===== config.mk =====
export PLATFORM = sky130hd
export DESIGN_NAME = button_conditioner
export DESIGN_NICKNAME = d
export VERILOG_FILES = /design/src/rtl/button_conditioner.sv
export SDC_FILE = /design/constraint.sdc
export NUM_CORES = 1
export LEC_CHECK = 0
export BUFFER_PORTS_ARGS = -buffer_cell sky130_fd_sc_hd__buf_2
export CORE_MARGIN = 2
export CORE_UTILIZATION = 60
export CTS_CLUSTER_SIZE = 40
export DETAILED_ROUTE_END_ITERATION = 16
export GPL_TIMING_DRIVEN = 0
export PLACE_DENSITY = 0.84
export SLEW_MARGIN = 30
export SYNTH_ARGS = -nofsm -noshare
export SYNTH_HDL_FRONTEND = slang
export SYNTH_SLANG_ARGS = --single-unit

===== constraint.sdc =====
create_clock -name clk -period 2.6 [get_ports clk]
set_clock_uncertainty 0.2 [all_clocks]
set_input_delay 0.26 -clock clk [delete_from_list [all_inputs] [get_ports clk]]
set_output_delay 0.26 -clock clk [all_outputs]
set_load 0.03 [all_outputs]

===== src/rtl/button_conditioner.sv =====
// Push-button front end: synchronises raw active-low buttons, debounces each one
// independently and presents a clean level plus single-cycle press/release strobes.
module button_conditioner #(
  parameter int NUM_BTN         = 3,
  parameter int DEBOUNCE_CYCLES = 500000,
  localparam int CNT_W          = $clog2(DEBOUNCE_CYCLES)
) (
  input  logic               clk,
  input  logic               but_rst,
  input  logic [NUM_BTN-1:0] btn_n,
  output logic [NUM_BTN-1:0] btn_level,
  output logic [NUM_BTN-1:0] btn_press,
  output logic [NUM_BTN-1:0] btn_release
);

  typedef enum logic [1:0] {
    RELEASED,
    PRESS_PEND,
    PRESSED,
    RELEASE_PEND
  } state_t;

  localparam logic [CNT_W-1:0] CNT_MAX = CNT_W'(DEBOUNCE_CYCLES - 1);

  logic [NUM_BTN-1:0] sync1_n;
  logic [NUM_BTN-1:0] sync2_n;
  logic [NUM_BTN-1:0] pressed;

  state_t             state     [NUM_BTN];
  state_t             state_nxt [NUM_BTN];
  logic [CNT_W-1:0]   cnt       [NUM_BTN];
  logic [CNT_W-1:0]   cnt_nxt   [NUM_BTN];
  logic [NUM_BTN-1:0] level_nxt;
  logic [NUM_BTN-1:0] press_nxt;
  logic [NUM_BTN-1:0] release_nxt;

  // Synchroniser kept in raw polarity so reset leaves it at the idle-high level.
  always_ff @(posedge clk or negedge but_rst) begin
    if (!but_rst) begin
      sync1_n <= '1;
      sync2_n <= '1;
    end else begin
      sync1_n <= btn_n;
      sync2_n <= sync1_n;
    end
  end

  assign pressed = ~sync2_n;

  always_comb begin
    for (int i = 0; i < NUM_BTN; i++) begin
      state_nxt[i]   = state[i];
      cnt_nxt[i]     = cnt[i];
      press_nxt[i]   = 1'b0;
      release_nxt[i] = 1'b0;

      case (state[i])
        RELEASED: begin
          if (pressed[i]) begin
            state_nxt[i] = PRESS_PEND;
            cnt_nxt[i]   = '0;
          end
        end
        PRESS_PEND: begin
          if (!pressed[i]) begin
            state_nxt[i] = RELEASED;
            cnt_nxt[i]   = '0;
          end else if (cnt[i] == CNT_MAX) begin
            state_nxt[i] = PRESSED;
            cnt_nxt[i]   = '0;
            press_nxt[i] = 1'b1;
          end else begin
            cnt_nxt[i] = cnt[i] + CNT_W'(1);
          end
        end
        PRESSED: begin
          if (!pressed[i]) begin
            state_nxt[i] = RELEASE_PEND;
            cnt_nxt[i]   = '0;
          end
        end
        RELEASE_PEND: begin
          if (pressed[i]) begin
            state_nxt[i] = PRESSED;
            cnt_nxt[i]   = '0;
          end else if (cnt[i] == CNT_MAX) begin
            state_nxt[i]   = RELEASED;
            cnt_nxt[i]     = '0;
            release_nxt[i] = 1'b1;
          end else begin
            cnt_nxt[i] = cnt[i] + CNT_W'(1);
          end
        end
        default: begin
          state_nxt[i] = RELEASED;
          cnt_nxt[i]   = '0;
        end
      endcase

      level_nxt[i] = (state_nxt[i] == PRESSED) || (state_nxt[i] == RELEASE_PEND);
    end
  end

  // Outputs are registered from the next-state decode so they move with the state.
  always_ff @(posedge clk or negedge but_rst) begin
    if (!but_rst) begin
      for (int i = 0; i < NUM_BTN; i++) begin
        state[i] <= RELEASED;
        cnt[i]   <= '0;
      end
      btn_level   <= '0;
      btn_press   <= '0;
      btn_release <= '0;
    end else begin
      for (int i = 0; i < NUM_BTN; i++) begin
        state[i] <= state_nxt[i];
        cnt[i]   <= cnt_nxt[i];
      end
      btn_level   <= level_nxt;
      btn_press   <= press_nxt;
      btn_release <= release_nxt;
    end
  end

endmodule


==> flow_results.org <==
** Critical path
- At the worst endpoint, the required time is 2.66 ns.
- Reg2Reg Setup Slack :: between 0.08 and 0.09 ns
- Capturing element type of the critical path :: flip-flop
- In this run the worst path has a maximum fanout of 7.
- Critical path startpoint category :: flip-flop
- Slowest stage delay, CP :: 0.55 ns
- On the critical path, the stage with the largest delay is an instance of sky130_fd_sc_hd__o31ai_1.
- Critical path start-end classification :: reg -> reg
- Arrival @ worst endpoint :: around 2.6 ns
- Series of cell instances along the critical path :: ha_1 > nand4_4 > or4_1 > o31ai_1 > nor3_1 > a21o_1

** Logic synthesis
- The synthesized design contains 0 enable-type register cells.
- Part of the Yosys area used for sequential elements :: 47.5%
- Distinct cells, synth :: 50
- Synthesis produced a netlist with a net count of roughly 450.
- The synthesized design contains 77 register bits.
- Primary flip-flop cell chosen by synthesis mapping :: sky130_fd_sc_hd__dfrtp_1
- Count of warnings emitted by yosys :: 0
- For this run, asynchronously set or reset flops after synthesis account for 100%.
- The average instance in the mapped netlist occupies 9.25 um^2.
- Number of standard cells after synthesis :: between 400 and 500
- Synthesized cell area :: 4070 um^2

** Routing
- In this run the remaining antenna-violating nets after routing total 0.
- For this block, the initial DRC count from the detailed router was between 300 and 400.
- For this block, the routed nets add up to about 8.6 mm of wire.
- For this run, the detailed router's first-pass iteration total came to 5.
- Detailed-route wire length per cell :: ~15 um
- Post-detailed-route DRC marker count :: 0
- Dividing the detail-routed via count by the number of cells gives 6.26.
- The detailed router placed between 3000 and 4000 vias in this run.

** Clock tree
- Clock tree synthesis found a total of 77 sinks.
- Clock tree synthesis selected as its root buffer the cell sky130_fd_sc_hd__clkbuf_8.
- After clock tree synthesis, the clock-pin slew on the worst setup and hold paths is roughly 0.09 ns.
- CTS tree :: built
- The clock passes through at most 2 buffers.
- Max H-tree Level :: 3
- The clock reaches the later pin of the worst-skew pair after between 0.3 and 0.4 ns.
- Number of buffers inserted during clock tree synthesis :: 9

** Placement
- Summing all placed instances gives a cell area of ~4300 um^2.
- Final weighted congestion of routability-driven global placement :: 0.868
- The count of buffers added on input and output ports is 13.
- Post-placement setup slack :: approximately 0.16 ns
- Half-perimeter wire length after detailed placement :: around 5.9 mm

** Timing
- Based on the critical path, the design can be clocked at up to just under 400 MHz.
- Summed negative setup slack over all endpoints :: 0 ns
- Final setup violation count :: 0
- Setup repair after global routing missed its margin :: no
- The final critical path takes up ~97% of the cycle.
- Subtracting the final worst setup slack from the clock period gives between 2 and 3 ns.
- Final Hold Viols :: 0
- Measured against its own limit, the worst slew margin works out to approximately half.
- In the post-route analysis, the smallest setup slack over all paths is 0.0807 ns.
- Actual slew at the worst max-slew pin :: around 0.73 ns
- Final Slew Violations :: 0
- Across all hold checks on the routed design, the worst slack comes to around 0.16 ns.

** Floorplan
- Io pins :: 14
- Die Ht :: between 80 and 90 um
- The floorplan step defined a core boundary enclosing ~6700 um^2.
- Initial cell density of the core :: 60.9%
- The floorplan step defined a die boundary enclosing roughly 7500 um^2.
- In this run the core area contains 30 standard-cell rows.
- The die is 86.4 um wide.

** Global route
- GR peak layer :: met2
- GRT met1 Usage :: 33.3%
- For met3 alone, demand over resource in global routing was around 3.4%.
- Number of global-route vias before repair :: 3178
- The first global-routing pass estimated 14.3 mm of wire.
- Grt total ovfl :: 0
- Antenna violations before repair :: 0
- Entering global routing, the biggest net connects 54 pins.
- Met2 demand-to-capacity share in global routing :: 36.9%
- For this run, the total global-route usage over all layers was measured as 23.7%.

** Layout
- Filler cell count :: about 470
- After the last flow step, the layout net total stands at 478.
- The multi-input combinational cells in the finished layout cover a total of 1980 um^2.
- Of the cells placed in the final design, the portion with a size suffix greater than 1 is approximately 12%.
- The area growth from synthesis to layout is 12.9%.
- Highest-count cells in the layout ignoring fill and taps :: 71 x sky130_fd_sc_hd__dfrtp_1, 55 x sky130_fd_sc_hd__nand2_1, 42 x sky130_fd_sc_hd__nand3_1, 30 x sky130_fd_sc_hd__a21oi_1, 26 x sky130_fd_sc_hd__nor2_1
- The library cell used most frequently in the layout, excluding fill and tap cells, is sky130_fd_sc_hd__dfrtp_1.
- Total inserted antenna cells :: 0
- Summing all non-filler instances in the final layout gives an area of between 4000 and 5000 um^2.
- Sequential cell area in the final layout :: 1930 um^2

** Status
- The run finished with clean final reports.

** Run
- The tool flagged a number of max-cap violations equal to 0.

** Power and ir drop
- VDD sags by at most 346 uV.
- For this design the static power due to leakage is ~1.9 nW.
- For this design the ratio of total power to cell area is between 500 and 600 nW/um^2.
- After layout, the design draws a total of between 2 and 3 mW.

** Min path
- Path class of the lowest-slack min-delay path :: in -> async
-- path summary, 6_finish.rpt --
check | from | to | cells after the start
worst max-delay path | cnt[38]$_DFFE_PN0P_ | cnt[50]$_DFFE_PN0P_ | 6
worst min-delay path | but_rst | cnt[29]$_DFFE_PN0P_ | 2
worst max register to register | cnt[38]$_DFFE_PN0P_ | cnt[50]$_DFFE_PN0P_ | 6
worst min register to register | sync1_n[0]$_DFF_PN1_ | sync2_n[0]$_DFF_PN1_ | 0
max in group asynchronous | but_rst | sync2_n[2]$_DFF_PN1_ | 3
min in group clk | sync1_n[0]$_DFF_PN1_ | sync2_n[0]$_DFF_PN1_ | 0
-- power by group --
| group | internal, mW | total, mW | switching, mW |
|---|---|---|---|
| Clock | 0.741 | 1.21 | 0.470 |
| Sequential | 1.22 | 1.23 | 0.0195 |
| Combinational | 0.0490 | 0.138 | 0.0887 |
| Total | 2.01 | 2.58 | 0.578 |
-- through the flow --
stage,utilization (%),cells
2_1_floorplan,-,440
3_3_place_gp,63.4,533
3_5_place_dp,63.8,534
4_1_cts,68.4,554
5_1_grt,68.8,555
6_report,68.8,555
-- layout make-up --
type | instances | area share, %
well taps | 80 | 2.18
clock inverters | 7 | 3.16
plain buffers | 17 | 2.04
multi-input cells | 325 | 43.0
repair buffers | 19 | 3.10
clock buffers | 9 | 2.70
flip-flops and latches | 77 | 42.1
inverters | 21 | 1.72
-- registers in the layout, summed over array words and instances, names as in the netlist --
name,cells
cnt,57
state,6
btn_press,3
btn_release,3
sync1_n,3
sync2_n,3
btn_level,2
-- kinds of logic after synthesis --
logic type / count (synthesis) / synth area share (%)
and+or+nand+nor: 214 / 28.2
AOI/OAI and AO/OA: 84 / 13.3
DFF: 77 / 47.5
buffers and inverters: 38 / 4.24
muxes: 18 / 4.49
xor gates and xnor gates: 6 / 1.29
adders and majority gates: 3 / 0.923
-- metal layers --
layer / part of all wire, % / wire length (um)
met2: 48 / 4100
met4: 1.5 / 131
met3: 5.2 / 442
met1: 46 / 3900
met5: 0 / 0
-- Yosys cell counts (all sizes together), types with 2 or more instances --
cell type  instances  area share (%)
o2bb2ai            2            0.43
nor3              19             2.3
a211oi             2            0.37
nor4               8             1.8
nor2              26             2.4
buf                7             1.4
or4                9             1.8
a21oi             33             4.3
nand2             55             5.1
and2               8             1.2
inv               21             1.9
nand2b             4            0.61
nand4             22             3.8
clkbuf            10            0.92
nand3             42             5.2
o211ai             9             1.7
nand4b             2            0.43
xnor2              5             1.1
dfstp              6             3.9
nand3b             3            0.55
a22o               7             1.5
o31ai              2            0.37
and3               3            0.46
ha                 3            0.92
o21ai             18             2.2
or3                8             1.5
mux2               2            0.55
a221o              2            0.49
mux2i             16             3.9
dfrtp             71              44
a21o               5            0.92
-- critical path, delay by kind of cell (launching register included) --
kind | cells | cell delay, ns
adder cells (fa/ha/maj) | 1 | 0.29
flip-flops | 1 | 0.42
AO/OA/AOI/OAI | 2 | 0.72
AND/OR/NAND/NOR | 3 | 0.79
-- repair_timing --
item                                    in CTS  in global routing
endpoints found under the setup margin       0                  9
hold endpoints to repair                    77                  0
hold buffers                                 4                  0
gates resized for setup                      0                  2
buffers inserted                             0                  1
Power figures use the tool's default switching activity.
